<file path="src/rtl/sipo_deserializer_if.sv">
// Serial link receive bundle: bit strobe and controls in, completed word and status out.
// The master drives the serial side and acknowledges words; the slave is the deserializer.
interface sipo_deserializer_if #(
    parameter int WIDTH = 4
);
    localparam int CW = $clog2(WIDTH);

    logic             Serial_IN;
    logic             Shift_EN;
    logic             Clear;
    logic             Out_Ack;
    logic [WIDTH-1:0] Parallel_OUT;
    logic             Out_Valid;
    logic             Overrun;
    logic [CW-1:0]    Bit_Count;

    modport master (
        output Serial_IN, Shift_EN, Clear, Out_Ack,
        input  Parallel_OUT, Out_Valid, Overrun, Bit_Count
    );

    modport slave (
        input  Serial_IN, Shift_EN, Clear, Out_Ack,
        output Parallel_OUT, Out_Valid, Overrun, Bit_Count
    );
endinterface

</file>
<file path="src/rtl/sipo_deserializer.sv">
// Serial-in parallel-out receiver: gathers WIDTH bits LSB first and hands the word
// to a consumer through a holding register with a valid/ack handshake and overrun flag.
//
// state | meaning
// EMPTY | holding register has no unacknowledged word (Out_Valid=0)
// FULL  | Parallel_OUT holds a word awaiting Out_Ack (Out_Valid=1)
module sipo_deserializer #(
    parameter int WIDTH = 4
) (
    input  logic               CLK,
    input  logic               RST_N,
    sipo_deserializer_if.slave bus
);
    localparam int CW = $clog2(WIDTH);
    localparam logic [CW-1:0] LAST_BIT = CW'(WIDTH - 1);

    typedef enum logic {
        EMPTY = 1'b0,
        FULL  = 1'b1
    } state_t;

    state_t           state;
    logic [WIDTH-1:0] sr;
    logic [WIDTH-1:0] next_word;
    logic [WIDTH-1:0] par_q;
    logic [CW-1:0]    bit_cnt;
    logic             overrun_q;
    logic             complete;

    assign next_word = {bus.Serial_IN, sr[WIDTH-1:1]};
    assign complete  = bus.Shift_EN && !bus.Clear && (bit_cnt == LAST_BIT);

    // Shift register and bit counter; Clear drops any partial word.
    always_ff @(posedge CLK or negedge RST_N) begin
        if (!RST_N) begin
            sr      <= '0;
            bit_cnt <= '0;
        end else if (bus.Clear) begin
            sr      <= '0;
            bit_cnt <= '0;
        end else if (bus.Shift_EN) begin
            sr      <= next_word;
            bit_cnt <= (bit_cnt == LAST_BIT) ? '0 : bit_cnt + 1'b1;
        end
    end

    // Holding register handshake; Parallel_OUT deliberately survives Clear.
    always_ff @(posedge CLK or negedge RST_N) begin
        if (!RST_N) begin
            state     <= EMPTY;
            par_q     <= '0;
            overrun_q <= 1'b0;
        end else if (bus.Clear) begin
            state     <= EMPTY;
            overrun_q <= 1'b0;
        end else begin
            case (state)
                EMPTY: begin
                    if (complete) begin
                        par_q <= next_word;
                        state <= FULL;
                    end
                end
                FULL: begin
                    if (complete) begin
                        par_q <= next_word;
                        if (!bus.Out_Ack) begin
                            overrun_q <= 1'b1;
                        end
                    end else if (bus.Out_Ack) begin
                        state <= EMPTY;
                    end
                end
                default: state <= EMPTY;
            endcase
        end
    end

    assign bus.Parallel_OUT = par_q;
    assign bus.Out_Valid    = (state == FULL);
    assign bus.Overrun      = overrun_q;
    assign bus.Bit_Count    = bit_cnt;
endmodule

</file>
<file path="src/flat_wrapper.sv">
// flat-port wrapper written by rule: the top's interface ports become plain ports
module sipo_deserializer_flat 
#(
    parameter int WIDTH = 4
)
  (CLK, RST_N, bus_Serial_IN, bus_Shift_EN, bus_Clear, bus_Out_Ack, bus_Parallel_OUT, bus_Out_Valid, bus_Overrun, bus_Bit_Count);
  sipo_deserializer_if #(.WIDTH(WIDTH)) bus_i ();
  input  logic CLK;
  input  logic RST_N;
  input wire logic [$bits(bus_i.Serial_IN)-1:0] bus_Serial_IN;
  input wire logic [$bits(bus_i.Shift_EN)-1:0] bus_Shift_EN;
  input wire logic [$bits(bus_i.Clear)-1:0] bus_Clear;
  input wire logic [$bits(bus_i.Out_Ack)-1:0] bus_Out_Ack;
  output wire logic [$bits(bus_i.Parallel_OUT)-1:0] bus_Parallel_OUT;
  output wire logic [$bits(bus_i.Out_Valid)-1:0] bus_Out_Valid;
  output wire logic [$bits(bus_i.Overrun)-1:0] bus_Overrun;
  output wire logic [$bits(bus_i.Bit_Count)-1:0] bus_Bit_Count;
  assign bus_i.Serial_IN = bus_Serial_IN;
  assign bus_i.Shift_EN = bus_Shift_EN;
  assign bus_i.Clear = bus_Clear;
  assign bus_i.Out_Ack = bus_Out_Ack;
  assign bus_Parallel_OUT = bus_i.Parallel_OUT;
  assign bus_Out_Valid = bus_i.Out_Valid;
  assign bus_Overrun = bus_i.Overrun;
  assign bus_Bit_Count = bus_i.Bit_Count;
  sipo_deserializer #(.WIDTH(WIDTH)) u_core (.CLK(CLK), .RST_N(RST_N), .bus(bus_i));
endmodule
</file>
<file path="config.mk">
export PLATFORM = sky130hd
export DESIGN_NAME = sipo_deserializer_flat
export DESIGN_NICKNAME = d
export VERILOG_FILES = /design/src/rtl/sipo_deserializer_if.sv /design/src/rtl/sipo_deserializer.sv /design/src/flat_wrapper.sv
export SDC_FILE = /design/constraint.sdc
export NUM_CORES = 1
export LEC_CHECK = 0
export BUFFER_PORTS_ARGS = -buffer_cell sky130_fd_sc_hd__buf_2
export CAP_MARGIN = 40
export CORE_AREA = 4 4 41 43
export CTS_CLUSTER_DIAMETER = 40
export DETAILED_ROUTE_END_ITERATION = 10
export DIE_AREA = 0 0 45 47
export GPL_ROUTABILITY_DRIVEN = 0
export GPL_TIMING_DRIVEN = 1
export SLEW_MARGIN = 20
export SYNTH_ARGS = -nofsm -noshare
export SYNTH_HDL_FRONTEND = slang
export SYNTH_SLANG_ARGS = --single-unit
</file>
<file path="constraint.sdc">
create_clock -name CLK -period 3.7 [get_ports CLK]
set_input_delay 0.185 -clock CLK [delete_from_list [all_inputs] [get_ports CLK]]
set_output_delay 0.185 -clock CLK [all_outputs]
set_load 0.01 [all_outputs]
</file>
==> impl_metrics.yaml <==
sta:
  fin_worst_skew_ps: 1.61
  setup_viol: 0
  fin_tns_setup_ps: 0
  fmax_mhz: 778
  worst_pin_slew_ps: 242
  fin_crit_ps: 1280
  period_share_pct: 34.7
  grt_setup_unrepaired: "no"
  slew_violations: 0
  finalHoldViolCount: 0
  slew_headroom_pct: 83.8
yosys:
  ys_seq_area_share_pct: 56.6
  yosysTopAreaCell: "dfrtp_1"
  dominantRegCellSynth: "dfrtp_1"
  syn_area_um2: 487
  synthCells: 36
  synth_seq_cells: 11
  ys_top_cells_by_count: "dfrtp_1, mux2_2, mux2i_1, nor2_1"
  ys_async_sr_fraction_pct: 100
  ys_top_cells_by_area: "dfrtp_1, mux2_2, mux2i_1, buf_6, nand3b_4"
  synthMostInstantiatedCell: "dfrtp_1"
  yosys_warnings: 0
  synth_edf_count: 0
  yosys.area.top_type_share_pct: 56.6
  ys_types: 14
  syn-num-nets: 43
  synth.avg_cell_area_um2: 13.5
route:
  drtIter0Drc: 1
  dr.pass1.iters: 4
  vias: 314
  ant_nets: 0
  viasPerCell: 4.69
  wl_per_cell_um: 12.3
  drc: 0
  wirelength_um: 826
cts:
  clock_path_buffers: 2
  cts.sinks: 11
  clock_latency_ps: 260
  cts_max_level: 1
  clk_pin_slew_ps: 70
  cts_setup_buffers: 0
  root_buffer: "clkbuf_4"
  cts_tree: "built"
  cts_buffers: 3
die:
  dieArea_um2: 2120
  initial_core_util_pct: 37.4
  core_area_um2: 1300
  die_y_um: 47
  rows: 13
  die_w_um: 45
  pin_count: 14
place:
  dp.cells: 62
  io_buffers: 13
critical_path:
  crit_chain: "ha_1, or3b_1, a21oi_2"
  reg2regPathDepth: 3
  crit_path_max_fanout: 4
  required_ps: 3900
  rr_startpoint: "u_core.bus.Bit_Count[0]"
  critPathTopFamily: "simple AND/OR/NAND/NOR gates"
  crit_arrival_ps: 1480
  crit_type: "flop to flop"
  worstSetupEndpointType: "flop"
  crit_path_start_kind: "flop"
  max_stage_delay_ps: 420
  r2r_end: "u_core.bus.Bit_Count[0]"
  cp_num_buf_inv: 0
  ff2ff_setup_slack_ps: 2420
  worst_path_max_delay_cell: "or3b_1"
grt:
  gr-usage-all-layers_pct: 9.44
  grt.overflow.total: 0
  antenna_found_initial: 0
  grt_pass1_wl_um: 1350
  grt_start_max_net_pins: 12
  grt_pass1_vias: 308
power:
  p_int_w: 0.000180
  ir_drop_mv: 0.178
  powerDensity_nw_per_um2: 405
  comb_power_share_pct: 11.0
  p_leak_nw: 0.329
  clkPwrFrac_pct: 34.5
  power.share.switching_pct: 24.0
  p_seq_share_pct: 54.6
  p_sw_w: 0.0000567
cells_and_area:
  diodes: 0
  drive_gt1_share_pct: 42.3
  syn_to_final_growth_pct: 20.1
  nets: 60
  layout.cells.non_filler: 67
  fill_cells: 139
run_status:
  status: "complete, no violations"
run:
  drv_cap: 0
hold_path:
  worstHoldStart: "bus_Clear"
  whs_endpoint: "u_core.bus.Bit_Count[0]"
  holdCritPathClass: "input port to flop"
  holdPathStages: 2
cells by family after synthesis:
group,count (synthesis),synth area share (%)
muxes,8,17.5
DFF,11,56.6
and+or+nand+nor,10,14.1
AOI/OAI and AO/OA,3,3.86
buffers and inverters,3,5.40
adders and majority gates,1,2.57
metrics by stage:
stage | total power [W] | utilization [%] | hold WS (ps) | cell area [um2] | setup WS (ps)
after global routing | 0.000249 | 44.9 | 168 | 584 | 2340
after global placement | 0.000157 | 42.1 | 69.8 | 548 | 2470
after detailed placement | 0.000157 | 42.1 | 68.9 | 548 | 2420
after floorplan | 0.000148 | - | -111 | 487 | 2450
final | 0.000237 | 44.9 | 167 | 584 | 2420
after CTS | 0.000241 | 44.9 | 164 | 584 | 2400
per-layer routing:
layer / vias to the layer above / GRT usage [%] / share of wire, %
li1: 153 / - / -
met1: 150 / 10.6 / 43
met2: 9 / 14.4 / 46
met3: 2 / 2.68 / 9.1
met4: 0 / 8.77 / 1.2
met5: - / 0 / 0
worst register-to-register path, delay by kind of cell, from the launching register on:
kind / cells / cell delay, ps
and+or+nand+nor: 1 / 420
DFF: 1 / 410
adders and majority gates: 1 / 280
AOI/OAI and AO/OA: 1 / 120
area by class of cell:
type / count / area, um2 / area share [%]
sequential: 11 / 275 / 47.1
clock buffer: 4 / 26.3 / 4.50
tap: 15 / 18.8 / 3.21
multi-input combinational: 22 / 185 / 31.7
inverter: 1 / 3.75 / 0.642
timing repair buffer: 14 / 75.1 / 12.8
power by group through the flow:
| stage | registers (W) | clock network [W] | logic, W |
|---|---|---|---|
| 2_1_floorplan | 0.000133 | 0 | 0.0000144 |
| 3_3_place_gp | 0.000131 | 0 | 0.0000257 |
| 3_5_place_dp | 0.000132 | 0 | 0.0000259 |
| 4_1_cts | 0.000129 | 0.0000847 | 0.0000268 |
| 5_1_grt | 0.000130 | 0.0000903 | 0.0000293 |
| 6_report | 0.000129 | 0.0000816 | 0.0000260 |
worst max path at each step:
stage / startpoint / endpoint / slack (ps) / cells past startpoint
floorplan: u_core.bus.Bit_Count[0] / u_core.bus.Bit_Count[0] / 2450 / 3
global placement: u_core.bus.Bit_Count[0] / u_core.bus.Parallel_OUT[0] / 2470 / 3
detailed placement: u_core.bus.Bit_Count[0] / u_core.bus.Bit_Count[0] / 2420 / 3
CTS: u_core.bus.Bit_Count[0] / u_core.bus.Bit_Count[0] / 2400 / 3
global route: u_core.bus.Bit_Count[0] / u_core.bus.Bit_Count[0] / 2340 / 3
finish: u_core.bus.Bit_Count[0] / u_core.bus.Bit_Count[0] / 2420 / 3
cells in the final DEF (no fill, tap or decap):
cell type / netlist / final
buf_2: 0 / 13
dfrtp_1: 11 / 11
mux2_2: 4 / 4
mux2i_1: 4 / 4
nor2_1: 4 / 4
clkbuf_4: 0 / 3
nand2b_1: 2 / 2
a21oi_1: 2 / 2
nand2_1: 1 / 1
nand3b_4: 1 / 1
inv_1: 1 / 1
nand4b_1: 1 / 1
or3b_1: 1 / 1
a21oi_2: 1 / 1
ha_1: 1 / 1
clkbuf_1: 0 / 1
dlygate4sd3_1: 0 / 1
flip-flops by register name, indices dropped and copies added (netlist names):
signal                   count
u_core.bus.Bit_Count         2
u_core.bus.Out_Valid         1
u_core.bus.Overrun           1
u_core.bus.Parallel_OUT      4
u_core.sr                    3
repair_timing:
item	CTS	global route
resized for setup	0	0
endpoints found under the hold margin	11	0
hold buffers	1	0
Note: power is estimated with default switching activity, not from simulation.
